<file path="src/rtl/ram_arb_pkg.sv">
// Shared types and constants for the RAM sequencer/arbiter.
package ram_arb_pkg;

  localparam int RAM_ADDR_W = 8;
  localparam int RAM_DATA_W = 16;

  localparam logic PORT_F = 1'b0;
  localparam logic PORT_D = 1'b1;

  typedef enum logic [1:0] {
    IDLE  = 2'd0,
    ISSUE = 2'd1,
    DONE  = 2'd2
  } state_t;

endpackage

</file>
<file path="src/rtl/rr_arbiter2.sv">
// Two-way round-robin pick: a lone request wins, a tie goes to the port
// that did not win last time.
module rr_arbiter2
  import ram_arb_pkg::*;
(
  input  logic [1:0] i_req,
  input  logic       i_last_grant,
  output logic       o_grant
);

  always_comb begin
    o_grant = PORT_F;
    if (i_req == 2'b11) o_grant = ~i_last_grant;
    else if (i_req[PORT_D]) o_grant = PORT_D;
  end

endmodule

</file>
<file path="src/rtl/ram_arbiter.sv">
// Shares the single RAM port between fetch (read-only) and load/store,
// running each access through IDLE -> ISSUE -> DONE with registered outputs.
module ram_arbiter
  import ram_arb_pkg::*;
#(
  parameter int ADDR_W = RAM_ADDR_W,
  parameter int DATA_W = RAM_DATA_W
) (
  input  logic              i_clk,
  input  logic              i_rst_n,
  input  logic              i_f_req,
  input  logic [ADDR_W-1:0] i_f_addr,
  output logic              o_f_ack,
  output logic [DATA_W-1:0] o_f_rdata,
  input  logic              i_d_req,
  input  logic              i_d_we,
  input  logic [ADDR_W-1:0] i_d_addr,
  input  logic [DATA_W-1:0] i_d_wdata,
  output logic              o_d_ack,
  output logic [DATA_W-1:0] o_d_rdata,
  output logic [ADDR_W-1:0] o_ram_addr,
  output logic [DATA_W-1:0] o_ram_din,
  output logic              o_ram_we,
  input  logic [DATA_W-1:0] i_ram_dout,
  output logic              o_busy
);

  state_t            r_state;
  logic              r_last;
  logic              r_win;
  logic              r_we;
  logic              r_busy;
  logic              r_f_ack;
  logic              r_d_ack;
  logic [ADDR_W-1:0] r_addr;
  logic [DATA_W-1:0] r_din;
  logic [DATA_W-1:0] r_f_rdata;
  logic [DATA_W-1:0] r_d_rdata;

  logic [1:0] w_req;
  logic       w_grant;
  logic       w_store;

  assign w_req   = {i_d_req, i_f_req};
  assign w_store = (w_grant == PORT_D) && i_d_we;

  rr_arbiter2 u_rr (
    .i_req        (w_req),
    .i_last_grant (r_last),
    .o_grant      (w_grant)
  );

  always_ff @(posedge i_clk or negedge i_rst_n) begin
    if (!i_rst_n) begin
      r_state   <= IDLE;
      r_last    <= PORT_D;
      r_win     <= PORT_F;
      r_we      <= 1'b0;
      r_busy    <= 1'b0;
      r_f_ack   <= 1'b0;
      r_d_ack   <= 1'b0;
      r_addr    <= '0;
      r_din     <= '0;
      r_f_rdata <= '0;
      r_d_rdata <= '0;
    end else begin
      r_f_ack <= 1'b0;
      r_d_ack <= 1'b0;
      case (r_state)
        IDLE: begin
          if (|w_req) begin
            r_win   <= w_grant;
            r_last  <= w_grant;
            r_addr  <= (w_grant == PORT_D) ? i_d_addr : i_f_addr;
            if (w_store) r_din <= i_d_wdata;
            // we is raised here so it is high for exactly the ISSUE cycle
            r_we    <= w_store;
            r_busy  <= 1'b1;
            r_state <= ISSUE;
          end
        end
        ISSUE: begin
          r_we    <= 1'b0;
          r_state <= DONE;
        end
        DONE: begin
          // RAM re-reads after we falls, so a store captures the new word
          if (r_win == PORT_D) begin
            r_d_rdata <= i_ram_dout;
            r_d_ack   <= 1'b1;
          end else begin
            r_f_rdata <= i_ram_dout;
            r_f_ack   <= 1'b1;
          end
          r_busy  <= 1'b0;
          r_state <= IDLE;
        end
        default: r_state <= IDLE;
      endcase
    end
  end

  assign o_f_ack    = r_f_ack;
  assign o_f_rdata  = r_f_rdata;
  assign o_d_ack    = r_d_ack;
  assign o_d_rdata  = r_d_rdata;
  assign o_ram_addr = r_addr;
  assign o_ram_din  = r_din;
  assign o_ram_we   = r_we;
  assign o_busy     = r_busy;

endmodule

</file>
<file path="config.mk">
export PLATFORM = sky130hd
export DESIGN_NAME = ram_arbiter
export DESIGN_NICKNAME = d
export VERILOG_FILES = /design/src/rtl/ram_arb_pkg.sv /design/src/rtl/rr_arbiter2.sv /design/src/rtl/ram_arbiter.sv
export SDC_FILE = /design/constraint.sdc
export NUM_CORES = 1
export LEC_CHECK = 0
export CORE_UTILIZATION = 37
export DETAILED_ROUTE_END_ITERATION = 8
export PLACE_DENSITY = 0.81
export SYNTH_ARGS = -nofsm -noshare
export SYNTH_HDL_FRONTEND = slang
export SYNTH_SLANG_ARGS = --single-unit
</file>
<file path="constraint.sdc">
create_clock -name i_clk -period 1.5 [get_ports i_clk]
set_input_delay 0.3 -clock i_clk [delete_from_list [all_inputs] [get_ports i_clk]]
set_output_delay 0.3 -clock i_clk [all_outputs]
set_load 0.02 [all_outputs]
</file>
# ---- Word level (Yosys, flattened, before mapping)
# Cells that the tools add are included.
dict set report classes {
  n_eq_ne 4
  mux 13
  bitwise 2
  n_reduce_logical 11
}
# cell n
set ops {}
lappend ops {{2-bit AND reduction} 5}
lappend ops {{1-bit two-way mux} 8}
lappend ops {{8-bit two-way mux} 1}
lappend ops {{2-bit == test (second input constant)} 2}
lappend ops {{1-bit one-hot mux with 2 select lines} 2}
lappend ops {{2-bit one-hot mux with 2 select lines} 1}
lappend ops {{2-bit nonzero test} 2}
lappend ops {{3-bit AND reduction} 1}
lappend ops {{2-bit by 1-bit == test with 1-bit output (second input constant)} 1}
lappend ops {{2-bit logical NOT} 1}
lappend ops {{2-bit two-way mux} 1}
lappend ops {{2-bit inequality test (second input constant)} 1}
lappend ops {{1-bit inverter} 2}
lappend ops {{2-bit OR reduction} 1}
lappend ops {{1-bit logical AND} 1}
dict set report totals {
  reg_bits 64
  input_bits 53
  elab_cells 41
}

# ---- Logic depth before layout (Yosys ltp)
dict set report logic_depth {
  word_depth 5
  depth_mapped 4
  depth_no_buf 4
}

# ---- Modules after synthesis
# A second synthesis with hierarchy kept.
dict set report hier_totals {
  cells_unflattened 148
  hier_area_um2 2484.9
}
# module n_inst cells_per_inst area_per_inst_um2 seq_area_each_um2
set by_module_without_submodules {}
lappend by_module_without_submodules {ram_arbiter 1 147 2473.6 1602.8}
lappend by_module_without_submodules {rr_arbiter2 1 1 11.3 0.0}

# ---- Worst setup path after synthesis
# OpenSTA, ideal clock, no wires.
dict set report synth_timing {
  path_type {reg2reg}
  startpoint {register r_last}
  endpoint {register r_addr[0], in the netlist o_ram_addr[0]}
  arrival_ns 1.302
  setup_slack_ns 0.074
  path_stages_with_launch 4
  path_buffers 0
  period_less_slack_ns 1.426
  path_cell_list {dfstp_2 > a21boi_2 > mux2_2 > mux2_2}
}
dict set report synth_between {
  elab_chain_len 3
}
# item line
set synth_rtl {}
lappend synth_rtl {{from (decl)} ram_arbiter.sv:29} ;# logic r_last;
lappend synth_rtl {{from (signal assigned)} ram_arbiter.sv:73} ;# r_last <= w_grant;
lappend synth_rtl {{1-bit inverter} rr_arbiter2.sv:13} ;# if (i_req == 2'b11) o_grant = ~i_last_grant;
lappend synth_rtl {{1-bit two-way mux} rr_arbiter2.sv:13}
lappend synth_rtl {{8-bit two-way mux} ram_arbiter.sv:74} ;# r_addr <= (w_grant == PORT_D) ? i_d_addr : i_f_addr;
lappend synth_rtl {{to (signal assigned)} ram_arbiter.sv:74}
lappend synth_rtl {{to (decl)} ram_arbiter.sv:35} ;# logic [ADDR_W-1:0] r_addr;
# Every way passes these cells.
# A chain may end at the register's enable or synchronous reset.

# ---- Final worst setup path
dict set report layout_timing {
  startpoint {register r_state[1]}
  endpoint {register r_addr[6], in the netlist o_ram_addr[6]}
}
dict set report layout_between {
  elab_chain_len 2
}
# item line
set layout_rtl {}
lappend layout_rtl {{from (decl)} ram_arbiter.sv:28} ;# state_t r_state;
lappend layout_rtl {{from (signal assigned)} ram_arbiter.sv:55} ;# r_state <= IDLE;
lappend layout_rtl {{from (signal assigned)} ram_arbiter.sv:79} ;# r_state <= ISSUE;
lappend layout_rtl {{from (signal assigned)} ram_arbiter.sv:84} ;# r_state <= DONE;
lappend layout_rtl {{2-bit logical NOT} ram_arbiter.sv:69} ;# case (r_state)
lappend layout_rtl {{2-bit AND reduction (no source line)} -}
# Every way passes these cells.

==> impl_results.md <==
* TritonCTS clock tree: built
* Gr ovfl total at 0
* Final Instance Count excl. Fillers at approximately 360
* Cell area power density at 2130 nW/um^2
* Crit path to: o_ram_addr[6]
* Placed Cells incl. Taps at between 300 and 400
* Total Neg Setup Slack at 0 ps
* DP Area at 3750 um^2
* Final net count at 335
* Worst EP required at roughly 1700 ps
* Worst Setup Path Type: reg2reg
* Status: finished, violations left
* DP Wirelength at about 3.7 mm
* Failing checks: design-rule violations
* Clk Latency, worst-skew pair at 320 ps
* Slew headroom at between 70 and 80%
* Post-layout util at between 60% and 70%
* CP Data Arrival Time at roughly 1600 ps
* Synth Register Bits at 64
* Layout cell share with drive strength beyond 1 at between 30% and 40%
* Slew @ Worst Pin at approximately 330 ps
* Core Rows at 29
* Root buf cell: clkbuf_8
* TritonRoute pass-1 iters at 6
* Final worst-path cycle share at 95.4%
* Worst r2r dst: o_ram_addr[6]
* Syn Std Cell Area at around 2500 um^2
* Worst-path clk slew at about 60 ps
* Finished Cell Area at approximately 4000 um^2
* Syn Nets at roughly 200
* CP max FO at 5
* Worst min-delay path category: in2reg
* Most common cell after layout, fill and taps aside: mux2_2
* Largest net degree at the start of global routing at 65
* R2R depth at 5
* Ant diodes at 0
* Routed len/inst at around 15 um
* Switching part of the total at approximately 36%
* Final GP Congestion at about 0.65
* Die ar. at 7040 um^2
* Net Sw Power at slightly above 3000 uW
* Core ar. at about 6400 um^2
* Vias per std cell at approximately 4.7
* Max Slew Vio Count at 0
* Clk pwr share at around 17%
* Leakage power at about 0.0018 uW
* CP Launch Point: r_state[1]
* Number of port buffers at ~110
* Pint at about 5400 uW
* Sink Count at 64
* Drt drc at 14
* Max clock buf depth at 2
* Final WL at 5.30 mm
* Synth warn at 0
* RSZ-0062 raised after global routing: no
* Vias in the first global route at between 1500 and 2000
* Critical R2R Launch: r_state[1]
* Final setup viols at 0
* Max-cap violation count at 0
* Fmax at between 600 and 700 MHz
* Syn Area/Cell at 16.7 um^2
* DR iter-0 viols at 50
* CP Launch Type: flop
* Mapped Cells at ~150
* Num CTS Buffers at 9
* Starting Density at around 39%
* Total global-route track usage at about 16%
* Horiz. Die Dim at about 84 um
* Sequential area share after synthesis at 64.6%
* Total number of vias at 1707
* First-pass GRT wire length at between 8 and 9 mm
* H-tree levels at 3
* Reg power frac at 36.6%
* Clk_skew at 9.84 ps
* Initial antenna violation count at 0
* Area grow syn2layout at 58.7%
* Worst reg-to-reg setup slack at between 60 and 70 ps
* Minimum clock period at ~1400 ps
* I/O pin total at approximately 110
* Maximum vdd drop at roughly 0.8 mV
* ANT nets after route at 0
* Crit. End Element: flop
* Die height at 83.9 um
* Synth cell types at 20
* Comb pwr share at a little under half
* Final count of hold timing violations at 0
* Most frequent cells in the layout: 64 x mux2_2, 63 x dfrtp_1, 61 x dlygate4sd2_1
[stage by stage]
stage                     power, uW  hold WS (ps)  setup slack [ps]
after global placement         7420           340              -305
after global routing           8880           343              17.2
after floorplan                5360          4.41              73.5
after CTS                      8430           503              8.24
after detailed placement       7560           338              -386
final                          8380           334              69.4
[per-layer routing]
| metal | track usage [%] | part of all wire, % |
|---|---|---|
| met1 | 20.4 | 42 |
| met2 | 26.9 | 52 |
| met3 | 4.35 | 6.3 |
| met4 | 6.58 | 0.51 |
| met5 | 0 | 0 |
[synth_stat cells (all sizes together)]
master | number | area, um^2
dfrtp | 63 | 1580
o21ai | 1 | 5.00
nor2b | 1 | 6.26
o31ai | 1 | 7.51
a31oi | 1 | 6.26
a21oi | 1 | 5.00
a22o | 1 | 8.76
inv | 3 | 11.3
mux2 | 64 | 721
nand2b | 1 | 6.26
a21boi | 1 | 11.3
nand4 | 1 | 21.3
dfstp | 1 | 26.3
nor2 | 2 | 22.5
buf | 3 | 23.8
nand3b | 1 | 11.3
nand2 | 3 | 11.3
[critical path, stage by stage, from the launching register on]
cell,delay [ps]
dfrtp_1,440
nor2_4,220
o21ai_2,120
clkinvlp_2,80
buf_4,140
mux2_2,330
[how the worst min path moves through the flow]
stage                     slack (ps)  depth (start not counted)          from            to
after floorplan                    4                          0       i_rst_n        o_busy
after global placement           340                          2       i_rst_n  o_d_rdata[4]
after detailed placement         340                          2       i_rst_n  o_f_rdata[4]
after CTS                        500                          1  o_ram_din[1]  o_ram_din[1]
after global routing             340                          3       i_f_req        r_last
final                            330                          3       i_f_req        r_last
[power groups by stage]
stage / combinational, uW / clock (uW) / sequential [uW]
5_1_grt: 4100 / 1580 / 3200
4_1_cts: 3860 / 1500 / 3070
2_1_floorplan: 1280 / 0 / 4090
3_5_place_dp: 4430 / 0 / 3130
3_3_place_gp: 4330 / 0 / 3090
6_report: 3870 / 1440 / 3070
[sequential cells by signal, summed over array words and instances (netlist names)]
signal and count:
o_f_rdata 16, o_f_ack 1, o_d_rdata 16, r_last 1
o_busy 1, o_d_ack 1, o_ram_addr 8, r_state 2
o_ram_din 16, r_win 1, o_ram_we 1
[area by class of cell]
class / instances / area [um^2]
Tap cell: 77 / 96.3
Fill cell: 524 / 2480
Clock inverter: 3 / 40.0
Multi-Input combinational cell: 79 / 847
Timing Repair inverter: 1 / 5.00
Clock buffer: 13 / 159
Timing Repair Buffer: 124 / 1180
Sequential cell: 64 / 1600
Inverter: 3 / 11.3
[what timing repair did]
action | in CTS | in global routing
endpoints found under the setup margin | 66 | 24
buffers inserted | 1 | 2
hold endpoints to repair | 57 | 0
hold buffers | 1 | 0
cloned | 0 | 1
pin swaps | 1 | 0
resized for setup | 62 | 3
[logic make-up (layout without fill, tap and decap cells)]
| logic type | after synthesis | count (layout) | synth area share, % |
|---|---|---|---|
| buffers and inverters | 6 | 144 | 1.41 |
| DFF | 64 | 64 | 64.6 |
| and+or+nand+nor | 9 | 9 | 3.18 |
| muxes | 64 | 64 | 29.0 |
| AOI/OAI and AO/OA | 6 | 6 | 1.76 |
No activity file was read; power rests on OpenSTA's default activity.
==> variant 1: new RTL, config.mk and constraints unchanged <==
The 3 states of `state_t` get a one-hot encoding in 3 bits.
--- a/src/rtl/ram_arb_pkg.sv
+++ b/src/rtl/ram_arb_pkg.sv
@@ -7,10 +7,10 @@
   localparam logic PORT_F = 1'b0;
   localparam logic PORT_D = 1'b1;
 
-  typedef enum logic [1:0] {
-    IDLE  = 2'd0,
-    ISSUE = 2'd1,
-    DONE  = 2'd2
+  typedef enum logic [2:0] {
+    IDLE  = 3'b001,
+    ISSUE = 3'b010,
+    DONE  = 3'b100
   } state_t;
 
 endpackage
Behaviour: no difference found for any inputs over 10 cycles, from zero or initial values and one cycle with i_rst_n low; not proved beyond that.
==> variant 1 against the original RTL <==
  * Critical path type unchanged
  * Sequential cell count rose by 1
  * The run ends with negative setup slack left
  * Final area rose by 7.9%
  * Wire length rose by 9.2%
  * Worst setup slack got worse by 0.16 ns
  * Total power fell by 1.3%
  * Area after synthesis rose by 4.9%
  * Fmax fell by 10%
==> variant 1: results (changes against the original RTL) <==
| Metric | Value |
|---|---|
| Total track usage | 16.71% (+0.38 points) |
| HPWL after detailed placement | 3746 µm (+0.43%) |
| Largest net degree at the start of global routing | 66 (+1.5%) |
| Clk_skew | 0.009134 ns (-0.0007009 ns) |
| DRT Wirelength | 5785 µm (+9.2%) |
| Ranking of synthesized cells by area | dfrtp_1, mux2_2, mux2_4, dfstp_2, nor2_8 |
| WL met3 | 301 µm (-10%) |
| Metal-1 WL | 2622 µm (+19%) |
| WL met2 | 2795 µm (+2.3%) |
| Layout Nets | 340 (+1.5%) |
| Synth cell count leaders | dfrtp_1, mux2_2, mux2_4 |
| Worst setup margin | -0.09363 ns (-0.1630 ns) |
| Layout cells sized above 1 | 34.93% (+0.44 points) |
| Final setup viols | 32 (+32) |
| RePlAce Congestion | 0.6682 (+2.2%) |
| Least-Margin Pin Slew | 0.3360 ns (+0.003767 ns) |
| NetSw | 2.844 mW (-5.9%) |
| Vias in the first global route | 1908 (+1.4%) |
| Fillers | 569 (+8.6%) |
| Syn nets | 206 (+2.0%) |
| PD cells | 1948 mW/mm² (-8.5%) |
| Post-Place Cell Area | 0.003911 mm² (+4.2%) |
| Register area share after synthesis | 62.60% (-2.0 points) |
| Failing checks | negative setup slack |
| Lkg Pwr | 2.075 nW (+15%) |
| Status | finished with violations |
variant 1: changes by cell type in the layout (fill, tap and decap cells not counted), moves of 2 or more:
| cell | unedited run | this run |
|---|---|---|
| mux2_2 | 64 | 16 |
| nor2_8 | 0 | 2 |
| mux2_4 | 0 | 48 |
| buf_4 | 7 | 5 |
| nor2_4 | 2 | 0 |
| nor2_1 | 0 | 3 |
| a21o_1 | 0 | 2 |
| buf_12 | 3 | 6 |
variant 1: layout make-up:
class	instances	area share, %
Timing Repair Buffer	127	29.37
Inverter	3	0.2651
Clock inverter	3	0.9426
Clock buffer	13	3.505
Sequential cell	65	38.35
Multi-Input combinational cell	81	24.74
Tap cell	96	2.828
variant 1: path summary, 6_finish.rpt:
check / start / to / cells past startpoint
min in group asynchronous: i_rst_n / o_f_rdata[5] / 3
worst max register to register: r_state[1] / o_d_rdata[13] / 4
max in group asynchronous: i_rst_n / r_last / 3
worst max-delay path: r_state[1] / o_d_rdata[13] / 4
worst min register to register: o_busy / o_busy / 2
worst min-delay path: o_busy / o_busy / 2
variant 1: cell families (layout without fill, tap and decap cells):
logic type	after synthesis	count (layout)	share of synthesized area (%)
buffers and inverters	7	146	2.644
AO/OA/AOI/OAI	6	6	2.212
flip-flops	65	65	62.60
multiplexers	64	64	28.99
AND/OR/NAND/NOR	11	11	3.558
variant 1: tightest hold or removal path: stages (launching register included):
cell	delay, ns
dfrtp_1	0.35
nand2_1	0.05
nand2_1	0.06
variant 1: what timing repair did:
item                                    in CTS  in global routing
hold buffers                                 1                  0
buffers inserted                             1                  2
cloned                                       1                  1
endpoints found under the setup margin     116                 56
gates resized for setup                     90                 12
pin swaps                                    1                  0
hold endpoints to repair                    45                  0
variant 1: power groups by stage:
stage | logic [mW] | registers (mW) | clock network [mW]
3_5_place_dp | 4.00 | 3.05 | 0
4_1_cts | 3.74 | 3.02 | 1.47
2_1_floorplan | 1.14 | 3.93 | 0
6_report | 3.84 | 3.02 | 1.41
5_1_grt | 4.07 | 3.12 | 1.55
3_3_place_gp | 3.93 | 3.03 | 0
variant 1: per-stage QoR:
stage	std cells	setup TNS [ns]	hold WS (ns)	setup WS, ns
6_report	388	-1.949	0.4785	-0.09363
3_5_place_dp	366	-12.68	0.3467	-0.4651
3_3_place_gp	366	-10.98	0.3404	-0.4052
5_1_grt	388	-4.442	0.5060	-0.1365
2_1_floorplan	153	-1.665	0.004409	-0.06773
4_1_cts	385	-1.730	0.4874	-0.08194
variant 1: per-layer routing:
| layer | vias to the layer above | GRT usage (%) |
|---|---|---|
| li1 | 810 | - |
| met1 | 839 | 21.43 |
| met2 | 68 | 27.06 |
| met3 | 7 | 4.235 |
| met4 | 0 | 6.818 |
| met5 | - | 0 |
==> variant 2: new RTL, config.mk and constraints unchanged <==
Without the edit above. The package constant `RAM_DATA_W` goes from 16 to 18.
--- a/src/rtl/ram_arb_pkg.sv
+++ b/src/rtl/ram_arb_pkg.sv
@@ -2,7 +2,7 @@
 package ram_arb_pkg;
 
   localparam int RAM_ADDR_W = 8;
-  localparam int RAM_DATA_W = 16;
+  localparam int RAM_DATA_W = 18;
 
   localparam logic PORT_F = 1'b0;
   localparam logic PORT_D = 1'b1;
Ports: changed (5 resized); port bits go from 113 to 123. No check against the original RTL was run, so the function may have changed too.
==> variant 2 against the original RTL <==
  * Total power is 12% higher
  * Synthesized cell count is 8.7% higher
  * Wire length is 14% higher
  * Core utilization is 0.12 points lower
  * Global-route usage is 0.72 points lower
  * Sequential cell count is 6 higher
  * Area after synthesis is 10% higher
  * Via count is 8.8% higher
  * Final area is 12% higher
  * Worst setup slack worse by 0.045 ns
  * Largest cell class unchanged
==> variant 2: results (changes against the original RTL) <==
| Metric | Value |
|---|---|
| Lkg Pwr | 2.040 nW (+13%) |
| Via density | 4.521 (-3.6%) |
| Path depth of the worst reg2reg path | 4 (-1) |
| Fin cells | 411 (+13%) |
| Syn Inst Count | 162 (+8.7%) |
| Least-Margin Pin Slew | 0.3756 ns (+0.04346 ns) |
| Status | completed |
| Drt wl/cell | 14.68 µm (+0.92%) |
| Drt pass-1 iters | 4 (-2) |
| Sequential cell area | 0.001753 mm² (+9.4%) |
| Internal reg-to-reg setup slack | 0.02 ns (-0.04 ns) |
| Clk_skew | 0.008749 ns (-0.001086 ns) |
| Total track usage | 15.60% (-0.72 points) |
| Switching Share | 35.83% (-0.22 points) |
| Worst r2r dst | o_ram_addr[1] |
| Fillers | 587 (+12%) |
| Crit path DAT | 1.69 ns (+0.05 ns) |
| Slowest CP cell | dfstp_2 |
| Ranking of synthesized cells by area | dfrtp_1, mux2_2, mux2_4, dfstp_2, buf_6 |
| Post-Place Cell Area | 0.004195 mm² (+12%) |
| Vias in the first global route | 1875 (-0.32%) |
| Syn nets | 219 (+8.4%) |
| Power Sequential | 3.34 mW (+8.8%) |
| Setup WS pre-CTS | -0.3502 ns (+0.03626 ns) |
| Met3 Resource Use GR | 4.241% (-0.11 points) |
| HPWL after detailed placement | 4126 µm (+11%) |
| Top delay family on crit path | multiplexers |
| GRT met2 Usage | 25.44% (-1.5 points) |
| R2r startpoint | r_last |
| Layout Nets | 364 (+8.7%) |
| Post-Place Cells | 389 (+13%) |
| Worst hold endpoint | r_last |
| Critical path fanouts, max | 4 (-1) |
| Synth cell count leaders | dfrtp_1, mux2_2, mux2_4 |
| Clock latency on the worst-skew pair | 0.33 ns |
| Largest stage delay on the critical path | 0.40 ns (-0.04 ns) |
| # port buffers | 122 (+8.9%) |
| WHS | 0.3658 ns (+0.03204 ns) |
| Register area share after synthesis | 63.97% (-0.63 points) |
| Post-synth cell types | 21 (+5.0%) |
| Largest net degree at the start of global routing | 71 (+9.2%) |
| RePlAce Congestion | 0.6785 (+3.7%) |
| Comb pwr share | 47.1% (+0.9 points) |
| Layout cells sized above 1 | 34.29% (-0.20 points) |
| First-pass GRT wire length | 9121 µm (+1.8%) |
[variant 2: what timing repair did]
action / CTS / global route
hold buffers: 1 / 0
buffers inserted: 0 / 3
gates resized for setup: 66 / 6
cloned: 0 / 2
pin swaps: 0 / 2
endpoints found under the hold margin: 36 / 0
setup endpoints to repair: 66 / 8
[variant 2: worst max-delay path by stage]
stage	start	to	slack (ns)	depth (start not counted)
after floorplan	r_last	o_ram_addr[0]	0.07	3
after global placement	i_d_req	o_ram_addr[7]	-0.31	5
after detailed placement	i_d_req	o_ram_addr[1]	-0.35	5
after CTS	i_d_req	o_ram_addr[6]	0.01	5
after global routing	r_last	o_ram_addr[3]	-0.005	4
final	r_last	o_ram_addr[1]	0.02	4
[variant 2: logic make-up (layout without fill, tap and decap cells)]
kind of cell / count (synthesis) / count (layout) / synth area share [%]
buf+inv: 7 / 157 / 1.689
compound gates: 6 / 6 / 1.598
mux: 70 / 70 / 30.00
flops: 70 / 70 / 63.97
simple gates: 9 / 9 / 2.740
[variant 2: cell type report]
| class | count | share of cell area (%) |
|---|---|---|
| tap | 99 | 2.806 |
| clock inverter | 4 | 1.587 |
| multi-input combinational | 85 | 21.74 |
| timing repair buffer | 137 | 30.50 |
| inverter | 3 | 0.2551 |
| timing repair inverter | 1 | 0.1134 |
| sequential | 70 | 39.71 |
| clock buffer | 12 | 3.288 |
[variant 2: metal layers]
layer / share of wire [%] / vias up
li1: - / 866
met1: 43 / 907
met2: 49 / 78
met3: 7.1 / 7
met4: 0.94 / 0
met5: 0 / -
[variant 2: worst register-to-register path: cells and delay by family (launching register included)]
kind	cells	cell delay, ns
multiplexers	2	0.59
flip-flops	1	0.40
AO/OA/AOI/OAI	1	0.20
buffers and inverters	1	0.17
